## src/rtl/hazard_ctrl_pkg.sv

```systemverilog
// Shared types, opcode constants and source-usage decode for the hazard controller.
package hazard_pkg;

  localparam logic [6:0] OPC_R      = 7'b0110011;
  localparam logic [6:0] OPC_S      = 7'b0100011;
  localparam logic [6:0] OPC_B      = 7'b1100011;
  localparam logic [6:0] OPC_OP_IMM = 7'b0010011;
  localparam logic [6:0] OPC_LOAD   = 7'b0000011;
  localparam logic [6:0] OPC_JALR   = 7'b1100111;
  localparam logic [6:0] OPC_LUI    = 7'b0110111;
  localparam logic [6:0] OPC_AUIPC  = 7'b0010111;
  localparam logic [6:0] OPC_JAL    = 7'b1101111;

  typedef enum logic [1:0] {
    FWD_RF  = 2'b00,
    FWD_WB  = 2'b01,
    FWD_MEM = 2'b10
  } fwd_sel_t;

  typedef enum logic [1:0] {
    ST_RUN,
    ST_LD_STALL,
    ST_FLUSH,
    ST_MEM_WAIT
  } hz_state_t;

  // Returns {use_rs1, use_rs2}; opcodes without register sources read nothing.
  function automatic logic [1:0] uses_rs(input logic [6:0] opcode);
    case (opcode)
      OPC_R, OPC_S, OPC_B:            uses_rs = 2'b11;
      OPC_OP_IMM, OPC_LOAD, OPC_JALR: uses_rs = 2'b10;
      default:                        uses_rs = 2'b00;
    endcase
  endfunction

endpackage

```

## src/rtl/hazard_ctrl_if.sv

```systemverilog
// Pipeline <-> hazard controller bundle: stage status in, interlock controls out.
interface hazard_ctrl_if #(
  parameter int CNT_W = 32
) ();
  logic             id_valid;
  logic [6:0]       id_opcode;
  logic [4:0]       id_rs1;
  logic [4:0]       id_rs2;
  logic             ex_valid;
  logic [4:0]       ex_rd;
  logic             ex_reg_write;
  logic             ex_mem_read;
  logic             mem_valid;
  logic [4:0]       mem_rd;
  logic             mem_reg_write;
  logic             branch_taken;
  logic             wb_valid;
  logic [4:0]       wb_rd;
  logic             wb_reg_write;
  logic             mem_busy;
  logic             pc_en;
  logic             ifid_en;
  logic             idex_bubble;
  logic             flush_ifid;
  logic             flush_exmem;
  logic             pipe_freeze;
  logic [1:0]       fwd_a;
  logic [1:0]       fwd_b;
  logic             err_timeout;
  logic [CNT_W-1:0] perf_stall;
  logic [CNT_W-1:0] perf_flush;

  // Pipeline side: reports stage contents, consumes the controls.
  modport master (
    output id_valid, id_opcode, id_rs1, id_rs2,
    output ex_valid, ex_rd, ex_reg_write, ex_mem_read,
    output mem_valid, mem_rd, mem_reg_write, branch_taken,
    output wb_valid, wb_rd, wb_reg_write, mem_busy,
    input  pc_en, ifid_en, idex_bubble, flush_ifid, flush_exmem, pipe_freeze,
    input  fwd_a, fwd_b, err_timeout, perf_stall, perf_flush
  );

  // Hazard controller side.
  modport slave (
    input  id_valid, id_opcode, id_rs1, id_rs2,
    input  ex_valid, ex_rd, ex_reg_write, ex_mem_read,
    input  mem_valid, mem_rd, mem_reg_write, branch_taken,
    input  wb_valid, wb_rd, wb_reg_write, mem_busy,
    output pc_en, ifid_en, idex_bubble, flush_ifid, flush_exmem, pipe_freeze,
    output fwd_a, fwd_b, err_timeout, perf_stall, perf_flush
  );
endinterface

```

## src/rtl/hazard_ctrl_fwd_sel.sv

```systemverilog
// One operand forwarding select; MEM-stage result beats WB, x0 is never forwarded.
module fwd_sel
  import hazard_pkg::*;
(
  input  logic [4:0] rs,
  input  logic       mem_valid,
  input  logic       mem_reg_write,
  input  logic [4:0] mem_rd,
  input  logic       wb_valid,
  input  logic       wb_reg_write,
  input  logic [4:0] wb_rd,
  output fwd_sel_t   sel
);
  logic mem_hit;
  logic wb_hit;

  assign mem_hit = mem_valid && mem_reg_write && (mem_rd != 5'd0) && (mem_rd == rs);
  assign wb_hit  = wb_valid && wb_reg_write && (wb_rd != 5'd0) && (wb_rd == rs);

  always_comb begin
    if (mem_hit)     sel = FWD_MEM;
    else if (wb_hit) sel = FWD_WB;
    else             sel = FWD_RF;
  end
endmodule

```

## src/rtl/hazard_ctrl.sv

```systemverilog
// Pipeline interlock controller: forwarding, load-use stall, branch flush, memory-wait freeze.
// Optional build macro HAZARD_PERF_CNT_EN enables the perf_stall/perf_flush counters.
module hazard_ctrl
  import hazard_pkg::*;
#(
  parameter int MEM_WAIT_MAX = 16,
  parameter int CNT_W        = 32
) (
  input logic         clk,
  input logic         rst,
  hazard_ctrl_if.slave hz
);
  localparam logic [7:0] WAIT_MAX_C = 8'(MEM_WAIT_MAX);

  hz_state_t  state_q, state_d;
  logic [7:0] wait_cnt_q, wait_cnt_d;
  logic       err_q, err_d;

  logic       use_rs1, use_rs2;
  logic       lu, lu_eff;
  fwd_sel_t   fwd_a_raw, fwd_b_raw;

  logic       ctl_pc_en, ctl_ifid_en, ctl_bubble;
  logic       ctl_flush_ifid, ctl_flush_exmem, ctl_freeze;

  assign {use_rs1, use_rs2} = uses_rs(hz.id_opcode);

  assign lu = hz.id_valid && hz.ex_valid && hz.ex_mem_read && (hz.ex_rd != 5'd0) &&
              ((use_rs1 && (hz.id_rs1 == hz.ex_rd)) || (use_rs2 && (hz.id_rs2 == hz.ex_rd)));
  // The instruction behind a flushed branch is a squashed slot, so it cannot stall.
  assign lu_eff = lu && (state_q != ST_FLUSH);

  fwd_sel u_fwd_a (
    .rs(hz.id_rs1), .mem_valid(hz.mem_valid), .mem_reg_write(hz.mem_reg_write),
    .mem_rd(hz.mem_rd), .wb_valid(hz.wb_valid), .wb_reg_write(hz.wb_reg_write),
    .wb_rd(hz.wb_rd), .sel(fwd_a_raw)
  );

  fwd_sel u_fwd_b (
    .rs(hz.id_rs2), .mem_valid(hz.mem_valid), .mem_reg_write(hz.mem_reg_write),
    .mem_rd(hz.mem_rd), .wb_valid(hz.wb_valid), .wb_reg_write(hz.wb_reg_write),
    .wb_rd(hz.wb_rd), .sel(fwd_b_raw)
  );

  always_comb begin
    // NOTE: every output gets a default before the priority chain, so no path leaves one unassigned (no latch).
    ctl_pc_en       = 1'b1;
    ctl_ifid_en     = 1'b1;
    ctl_bubble      = 1'b0;
    ctl_flush_ifid  = 1'b0;
    ctl_flush_exmem = 1'b0;
    ctl_freeze      = 1'b0;
    if (rst) begin
      ctl_pc_en       = 1'b0;
      ctl_ifid_en     = 1'b0;
      ctl_bubble      = 1'b1;
      ctl_flush_ifid  = 1'b1;
      ctl_flush_exmem = 1'b1;
    end else if (hz.branch_taken) begin
      ctl_bubble      = 1'b1;
      ctl_flush_ifid  = 1'b1;
      ctl_flush_exmem = 1'b1;
    end else if (hz.mem_busy) begin
      ctl_pc_en   = 1'b0;
      ctl_ifid_en = 1'b0;
      ctl_freeze  = 1'b1;
    end else if (lu_eff) begin
      ctl_pc_en   = 1'b0;
      ctl_ifid_en = 1'b0;
      ctl_bubble  = 1'b1;
    end
  end

  always_comb begin
    state_d    = ST_RUN;
    wait_cnt_d = 8'd0;
    if (hz.branch_taken) begin
      state_d = ST_FLUSH;
    end else if (hz.mem_busy) begin
      state_d    = ST_MEM_WAIT;
      wait_cnt_d = (wait_cnt_q == 8'hFF) ? wait_cnt_q : wait_cnt_q + 8'd1;
    end else if (lu_eff) begin
      state_d = ST_LD_STALL;
    end
    err_d = err_q || (wait_cnt_d >= WAIT_MAX_C);
  end

  always_ff @(posedge clk) begin
    if (rst) begin
      state_q    <= ST_RUN;
      wait_cnt_q <= 8'd0;
      err_q      <= 1'b0;
    end else begin
      // NOTE: non-blocking updates so every flop samples the pre-edge values of its peers.
      state_q    <= state_d;
      wait_cnt_q <= wait_cnt_d;
      err_q      <= err_d;
    end
  end

  assign hz.pc_en       = ctl_pc_en;
  assign hz.ifid_en     = ctl_ifid_en;
  assign hz.idex_bubble = ctl_bubble;
  assign hz.flush_ifid  = ctl_flush_ifid;
  assign hz.flush_exmem = ctl_flush_exmem;
  assign hz.pipe_freeze = ctl_freeze;
  assign hz.fwd_a       = rst ? FWD_RF : fwd_a_raw;
  assign hz.fwd_b       = rst ? FWD_RF : fwd_b_raw;
  assign hz.err_timeout = err_q;

`ifdef HAZARD_PERF_CNT_EN
  logic             stall_evt, flush_evt;
  logic [CNT_W-1:0] perf_stall_q, perf_stall_d;
  logic [CNT_W-1:0] perf_flush_q, perf_flush_d;

  // A bubble without an EX/MEM flush is exactly a load-use stall cycle.
  assign stall_evt = ctl_bubble && !ctl_flush_exmem;
  assign flush_evt = !rst && hz.branch_taken;

  always_comb begin
    perf_stall_d = perf_stall_q + CNT_W'(stall_evt);
    perf_flush_d = perf_flush_q + CNT_W'(flush_evt);
  end

  always_ff @(posedge clk) begin
    if (rst) begin
      perf_stall_q <= '0;
      perf_flush_q <= '0;
    end else begin
      perf_stall_q <= perf_stall_d;
      perf_flush_q <= perf_flush_d;
    end
  end

  assign hz.perf_stall = perf_stall_q;
  assign hz.perf_flush = perf_flush_q;
`else
  assign hz.perf_stall = '0;
  assign hz.perf_flush = '0;
`endif

endmodule

```

## src/flat_wrapper.sv

```systemverilog
// flat-port wrapper written by rule: the top's interface ports become plain ports
module hazard_ctrl_flat import hazard_pkg::*;
#(
  parameter int MEM_WAIT_MAX = 16,
  parameter int CNT_W        = 32
)
  (clk, rst, hz_id_valid, hz_id_opcode, hz_id_rs1, hz_id_rs2, hz_ex_valid, hz_ex_rd, hz_ex_reg_write, hz_ex_mem_read, hz_mem_valid, hz_mem_rd, hz_mem_reg_write, hz_branch_taken, hz_wb_valid, hz_wb_rd, hz_wb_reg_write, hz_mem_busy, hz_pc_en, hz_ifid_en, hz_idex_bubble, hz_flush_ifid, hz_flush_exmem, hz_pipe_freeze, hz_fwd_a, hz_fwd_b, hz_err_timeout, hz_perf_stall, hz_perf_flush);
  hazard_ctrl_if #(.CNT_W(CNT_W)) hz_i ();
  input logic clk;
  input logic rst;
  input wire logic [$bits(hz_i.id_valid)-1:0] hz_id_valid;
  input wire logic [$bits(hz_i.id_opcode)-1:0] hz_id_opcode;
  input wire logic [$bits(hz_i.id_rs1)-1:0] hz_id_rs1;
  input wire logic [$bits(hz_i.id_rs2)-1:0] hz_id_rs2;
  input wire logic [$bits(hz_i.ex_valid)-1:0] hz_ex_valid;
  input wire logic [$bits(hz_i.ex_rd)-1:0] hz_ex_rd;
  input wire logic [$bits(hz_i.ex_reg_write)-1:0] hz_ex_reg_write;
  input wire logic [$bits(hz_i.ex_mem_read)-1:0] hz_ex_mem_read;
  input wire logic [$bits(hz_i.mem_valid)-1:0] hz_mem_valid;
  input wire logic [$bits(hz_i.mem_rd)-1:0] hz_mem_rd;
  input wire logic [$bits(hz_i.mem_reg_write)-1:0] hz_mem_reg_write;
  input wire logic [$bits(hz_i.branch_taken)-1:0] hz_branch_taken;
  input wire logic [$bits(hz_i.wb_valid)-1:0] hz_wb_valid;
  input wire logic [$bits(hz_i.wb_rd)-1:0] hz_wb_rd;
  input wire logic [$bits(hz_i.wb_reg_write)-1:0] hz_wb_reg_write;
  input wire logic [$bits(hz_i.mem_busy)-1:0] hz_mem_busy;
  output wire logic [$bits(hz_i.pc_en)-1:0] hz_pc_en;
  output wire logic [$bits(hz_i.ifid_en)-1:0] hz_ifid_en;
  output wire logic [$bits(hz_i.idex_bubble)-1:0] hz_idex_bubble;
  output wire logic [$bits(hz_i.flush_ifid)-1:0] hz_flush_ifid;
  output wire logic [$bits(hz_i.flush_exmem)-1:0] hz_flush_exmem;
  output wire logic [$bits(hz_i.pipe_freeze)-1:0] hz_pipe_freeze;
  output wire logic [$bits(hz_i.fwd_a)-1:0] hz_fwd_a;
  output wire logic [$bits(hz_i.fwd_b)-1:0] hz_fwd_b;
  output wire logic [$bits(hz_i.err_timeout)-1:0] hz_err_timeout;
  output wire logic [$bits(hz_i.perf_stall)-1:0] hz_perf_stall;
  output wire logic [$bits(hz_i.perf_flush)-1:0] hz_perf_flush;
  assign hz_i.id_valid = hz_id_valid;
  assign hz_i.id_opcode = hz_id_opcode;
  assign hz_i.id_rs1 = hz_id_rs1;
  assign hz_i.id_rs2 = hz_id_rs2;
  assign hz_i.ex_valid = hz_ex_valid;
  assign hz_i.ex_rd = hz_ex_rd;
  assign hz_i.ex_reg_write = hz_ex_reg_write;
  assign hz_i.ex_mem_read = hz_ex_mem_read;
  assign hz_i.mem_valid = hz_mem_valid;
  assign hz_i.mem_rd = hz_mem_rd;
  assign hz_i.mem_reg_write = hz_mem_reg_write;
  assign hz_i.branch_taken = hz_branch_taken;
  assign hz_i.wb_valid = hz_wb_valid;
  assign hz_i.wb_rd = hz_wb_rd;
  assign hz_i.wb_reg_write = hz_wb_reg_write;
  assign hz_i.mem_busy = hz_mem_busy;
  assign hz_pc_en = hz_i.pc_en;
  assign hz_ifid_en = hz_i.ifid_en;
  assign hz_idex_bubble = hz_i.idex_bubble;
  assign hz_flush_ifid = hz_i.flush_ifid;
  assign hz_flush_exmem = hz_i.flush_exmem;
  assign hz_pipe_freeze = hz_i.pipe_freeze;
  assign hz_fwd_a = hz_i.fwd_a;
  assign hz_fwd_b = hz_i.fwd_b;
  assign hz_err_timeout = hz_i.err_timeout;
  assign hz_perf_stall = hz_i.perf_stall;
  assign hz_perf_flush = hz_i.perf_flush;
  hazard_ctrl #(.MEM_WAIT_MAX(MEM_WAIT_MAX), .CNT_W(CNT_W)) u_core (.clk(clk), .rst(rst), .hz(hz_i));
endmodule
```

## config.mk

```make
export PLATFORM = sky130hd
export DESIGN_NAME = hazard_ctrl_flat
export DESIGN_NICKNAME = d
export VERILOG_FILES = /design/src/rtl/hazard_ctrl_pkg.sv /design/src/rtl/hazard_ctrl_if.sv /design/src/rtl/hazard_ctrl_fwd_sel.sv /design/src/rtl/hazard_ctrl.sv /design/src/flat_wrapper.sv
export SDC_FILE = /design/constraint.sdc
export NUM_CORES = 1
export LEC_CHECK = 0
export BUFFER_PORTS_ARGS = -buffer_cell sky130_fd_sc_hd__buf_4
export CAP_MARGIN = 20
export CORE_ASPECT_RATIO = 1.2
export CORE_MARGIN = 2
export CORE_UTILIZATION = 37
export CTS_CLUSTER_DIAMETER = 40
export DETAILED_ROUTE_END_ITERATION = 10
export PLACE_DENSITY = 0.86
export REMOVE_ABC_BUFFERS = 1
export SYNTH_ARGS = -nofsm -noshare
export SYNTH_HDL_FRONTEND = slang
export SYNTH_HIERARCHICAL = 1
export SYNTH_SLANG_ARGS = --single-unit
```

## constraint.sdc

```tcl
create_clock -name clk -period 1.7 [get_ports clk]
set_clock_uncertainty 0.15 [all_clocks]
set_input_delay 0.34 -clock clk [delete_from_list [all_inputs] [get_ports clk]]
set_output_delay 0.34 -clock clk [all_outputs]
set_load 0.05 [all_outputs]
```

* Word level (Yosys, flattened, before mapping)
Index checks and enable logic that the tools add are counted.
** Word-level totals
- Word-level logic and storage cells :: 69
- Register bits after elaboration :: 11
- Output and inout port bits :: 75
** Operators by class
- Add/subtract/negate cells :: 1
- Eq/ne operators :: 14
- Reductions and logical operators :: 23
- Multiplexer cells :: 26
- $lt $le $gt $ge :: 1
** Operators with widths (count)
- 5-bit equality test :: 6
- 8-bit two-way mux :: 3
- 1-bit two-way mux :: 16
- 1-bit logical AND :: 15
- 5-bit nonzero test :: 3
- 7-bit by 6-bit equality test with 1-bit output (second input constant) :: 2
- 7-bit equality test (second input constant) :: 2
- 2-bit two-way mux :: 6
- 8-bit by 1-bit adder with 8-bit output (second input constant) :: 1
- 8-bit equality test (second input constant) :: 1
- 8-bit by 5-bit >= comparator with 1-bit output (second input constant) :: 1
- 7-bit by 2-bit equality test with 1-bit output (second input constant) :: 1
- 7-bit by 5-bit equality test with 1-bit output (second input constant) :: 1
- 3-bit OR reduction :: 2
- 2-bit one-hot mux with 2 select lines :: 1
- 1-bit logical OR :: 2
- 2-bit inequality test (second input constant) :: 1
- 2-bit OR reduction :: 1

* Depth between registers and ports, before layout
- Depth after elaboration :: 11
- Mapped depth :: 6
- Gate-level depth less buffers :: 6

* Modules after synthesis
The synthesis kept the hierarchy.
** Modules (own cells, without submodules)
- hazard_ctrl :: cells an instance 151, instances 1, sequential area each 220.2 um^2, area an instance 1219.9 um^2
- fwd_sel :: cells an instance 20, instances 2, sequential area each 0.0 um^2, area an instance 165.2 um^2

* Worst setup path after synthesis
OpenSTA, ideal clock, no wires.
- Kind :: input to output
- Start point :: input port hz_ex_rd[4]
- End point :: output port hz_idex_bubble
- Buffers on the path :: 0
- Data arrival time :: 2164 ps
- Stages :: 5
- Path slack :: -954 ps
- Required time :: 1210 ps
- Path through :: xnor2_1 nand4_1 a2111oi_0 a31oi_1 o31ai_1
** On the way
- Longest elaborated chain between the ends :: 9
** RTL lines
- from (decl) :: line flat_wrapper.sv:16 : input wire logic [$bits(hz_i.ex_rd)-1:0] hz_ex_rd;
- 5-bit equality test :: line hazard_ctrl.sv:29 : ((use_rs1 && (hz.id_rs1 == hz.ex_rd)) || (use_rs2 && (hz.id_rs2 == hz.ex_rd)));
- 1-bit logical AND :: line hazard_ctrl.sv:29
- 1-bit logical OR :: line hazard_ctrl.sv:29
- 1-bit logical AND (*) :: line hazard_ctrl.sv:28 : assign lu = hz.id_valid && hz.ex_valid && hz.ex_mem_read && (hz.ex_rd != 5'd0) &&
- 1-bit logical AND (*) :: line hazard_ctrl.sv:31 : assign lu_eff = lu && (state_q != ST_FLUSH);
- 1-bit two-way mux (*) :: line hazard_ctrl.sv:67 : end else if (lu_eff) begin
- 1-bit two-way mux (*) :: line hazard_ctrl.sv:63 : end else if (hz.mem_busy) begin
- 1-bit two-way mux (*) :: line hazard_ctrl.sv:59 : end else if (hz.branch_taken) begin
- 1-bit two-way mux (*) :: line hazard_ctrl.sv:53 : if (rst) begin
- to (decl) :: line flat_wrapper.sv:29 : output wire logic [$bits(hz_i.idex_bubble)-1:0] hz_idex_bubble;
Mark *: on every way between the ends. The rest lies on a longest branch, timed or not.

* Worst setup path after layout
- Start point :: input port hz_ex_rd[1]
- End point :: output port hz_ifid_en
** On the way
- Longest elaborated chain between the ends :: 9
** RTL lines
- 5-bit equality test :: line hazard_ctrl.sv:29
- 1-bit logical AND :: line hazard_ctrl.sv:29
- 1-bit logical OR :: line hazard_ctrl.sv:29
- 1-bit logical AND (*) :: line hazard_ctrl.sv:28
- 1-bit logical AND (*) :: line hazard_ctrl.sv:31
- 1-bit two-way mux (*) :: line hazard_ctrl.sv:67
- 1-bit two-way mux (*) :: line hazard_ctrl.sv:63
- 1-bit two-way mux (*) :: line hazard_ctrl.sv:59
- 1-bit two-way mux (*) :: line hazard_ctrl.sv:53
- to (decl) :: line flat_wrapper.sv:28 : output wire logic [$bits(hz_i.ifid_en)-1:0] hz_ifid_en;
Marks and branches as above.

==> summary.txt <==
status = finished, violations left
violated checks = negative setup slack
Iter 0 DRT Violations = 45
Final min period = 2.137 ns
layout filler cell count = 329
Mapped Area = 0.001550 sq mm
GR Overflow Total = 0
Post-DP HPWL = 3.122 mm
vias in the first global route = 1437
Max VDD drop = 0.2279 mV
Cell Pwr Density = 519.4 mW/mm^2
slowest stage delay, CP = 0.52 ns
Fmax achieved = 467.9 MHz
startpoint class of the critical path = primary input
Leak Pwr = 1.068 nW
Post-synth EDFFs = 0
crit path cell chain = buf_6 -> or4_4 -> o211ai_1 -> buf_4 -> o31a_1 -> buf_6
Yosys top cell area share = 0.3341
Critical Path Most Common Cell = buf_6
Final ANT Viol Nets = 0
DRC Markers = 0
CP Capture Type = output port
Total GRT Usage = 0.1701
FFs w/ async S/R, synth = 0
Skew-Pair Late Insertion Delay = 0.24 ns
clock tree from TritonCTS = built
die area = 0.004726 sq mm
total CTS buffers = 3
final hold viol count = 0
cell taking the most area after synthesis = buf_4
clock-pin transition on the worst setup and hold timing paths = 0.05 ns
CP Class = in -> out
largest cells by area after synthesis = buf_4 33%, dfxtp_1 14%, xnor2_1 11%
Seq/Total Area, Yosys = 0.1421
Final Slew Violations = 0
slowest CP cell = or4_4
synthesis-stage register bit count = 11
layout cells sized above 1 = 0.4926
port bufs = 53
initial core utilization = 0.3902
worst-path maximum fanout = 3
most frequent cell after synthesis = buf_4
Max-Cap Viols = 0
required time worst endpoint = 1.21 ns
CP top delay family = simple AND/OR/NAND/NOR gates
Synth Area per Inst = 8.116 sq um
initial antenna violation count = 0
Clock Tree Buf Depth = 2
largest net degree at the start of global routing = 9
Avg WL per Cell = 12.89 microns
Synth warnings = 6
Setup Viol. Count Final = 7
Vias = 1433
number of optimization iterations in the first detailed-route pass = 4
Placer Congestion = 0.8858
Vias/cell = 4.423
crit path DAT = 1.65 ns
Place WS = -0.5782 ns
height of the die = 74.91 microns
die width = 63.09 microns
Layout area overhead = 54.96%
clk root buf = clkbuf_8
CTS Sinks = 11
fin worst setup slack = -0.4371 ns
core footprint = 0.003973 sq mm
Worst Hold Class = in -> reg
Yosys cell types = 40
fin crit share = 1.257
Cells after Synth = 191
nets = 316
first-pass GRT wire length = 6.230 mm
Detailed Route WL = 4.177 mm
final instance area = 0.002402 sq mm
worst path bufs/invs = 3
Post-synth top cells = 69 x buf_4, 20 x xnor2_1, 11 x dfxtp_1
Top Ports = 119
dpl cell area = 0.001926 sq mm
Ant. Diodes = 0
CTS H-tree lvls = 1
RSZ-0062 raised after global routing = true
Main synth FF type = dfxtp_1
row cnt = 25
-- repair_timing --
action / 4_1_cts / 5_1_grt
setup endpoints to repair: 8 / 9
hold buffers: 0 / 0
pin swaps: 27 / 13
setup buffers: 1 / 1
resized for setup: 70 / 18
-- registers in the layout (all words and copies together) (netlist names) --
name,count
u_core/wait_cnt_q,8
u_core/hz.err_timeout,1
u_core/state_q,2
-- report_power, final --
group / internal [W] / leakage [nW] / switching (W)
Clock: 0.000165 / 0.0228 / 0.000101
Sequential: 0.000262 / 0.0912 / 0.00000199
Combinational: 0.000216 / 0.954 / 0.000501
Total: 0.000644 / 1.07 / 0.000604
-- worst reg2reg max path: stages (launching register included) --
cell and delay (ns):
dfxtp_2 0.34, and4_4 0.20, and3_4 0.18, a21oi_2 0.13
a211oi_2 0.06, or4_1 0.50
-- through the flow --
| step | hold slack (ns) | utilization | power, W | instances | setup TNS [ns] |
|---|---|---|---|---|---|
| 6_report | 0.1828 | 0.6047 | 0.001248 | 324 | -2.278 |
| 2_1_floorplan | 0.2624 | - | 0.0006950 | 184 | -4.191 |
| 3_5_place_dp | 0.4202 | 0.4847 | 0.0008749 | 318 | -3.027 |
| 5_1_grt | 0.2071 | 0.6047 | 0.001297 | 324 | -2.610 |
| 3_3_place_gp | 0.4093 | 0.4847 | 0.0008678 | 318 | -2.720 |
| 4_1_cts | 0.1802 | 0.5817 | 0.001226 | 323 | -2.120 |
-- final cells by class --
class,instances,area (sq um),share of cell area
Clock buffer,4,45.04,0.01875
Multi-Input combinational cell,165,1277,0.5318
Timing Repair Buffer,82,742.0,0.3089
Inverter,8,45.04,0.01875
Tap cell,54,67.56,0.02813
Sequential cell,11,225.2,0.09375
-- kinds of logic (layout without fill, tap and decap cells) --
group / Yosys count / in the layout / share of synthesized area
buffers and inverters: 78 / 94 / 0.3608
and+or+nand+nor: 45 / 45 / 0.1889
xor gates and xnor gates: 28 / 28 / 0.1582
AOI/OAI and AO/OA: 26 / 26 / 0.1332
DFF: 11 / 11 / 0.1420
adders and majority gates: 1 / 1 / 0.008070
other: 1 / 64 / 0.002419
muxes: 1 / 1 / 0.006457
-- routing by layer --
metal	GRT usage	part of all wire	up-vias
met4	0.1136	0.053	0
met1	0.1600	0.32	646
met5	0	0	-
li1	-	-	686
met2	0.3475	0.55	81
met3	0.02093	0.071	20
-- cells in the final DEF (no fill, tap or decap), types with 3 or more instances in the layout --
| cell type | instances |
|---|---|
| xnor2_1 | 11 |
| xor2_1 | 7 |
| buf_4 | 57 |
| nor2_1 | 8 |
| clkinv_4 | 3 |
| buf_6 | 19 |
| a2111oi_4 | 3 |
| buf_8 | 4 |
| nor3_2 | 4 |
| inv_1 | 4 |
| nand3_2 | 3 |
| clkbuf_8 | 3 |
| conb_1 | 64 |
| nand4_1 | 3 |
| nor2b_4 | 3 |
| xnor2_2 | 7 |
| o211ai_1 | 3 |
| a21oi_1 | 3 |
| dfxtp_2 | 4 |
| dfxtp_1 | 7 |
-- final timing paths --
path                            slack, ns                                to  depth (start not counted)                       startpoint
worst max-delay path                -0.44                        hz_ifid_en                          6                      hz_ex_rd[1]
worst min register to register       0.39   u_core/wait_cnt_q[4]$_SDFF_PP0_                          2  u_core/wait_cnt_q[4]$_SDFF_PP0_
worst max register to register       0.02  u_core/hz.err_timeout$_SDFF_PP0_                          5  u_core/wait_cnt_q[4]$_SDFF_PP0_
worst min-delay path                 0.18      u_core/state_q[1]$_SDFF_PP0_                          3                  hz_branch_taken
Power figures use the tool's default switching activity.
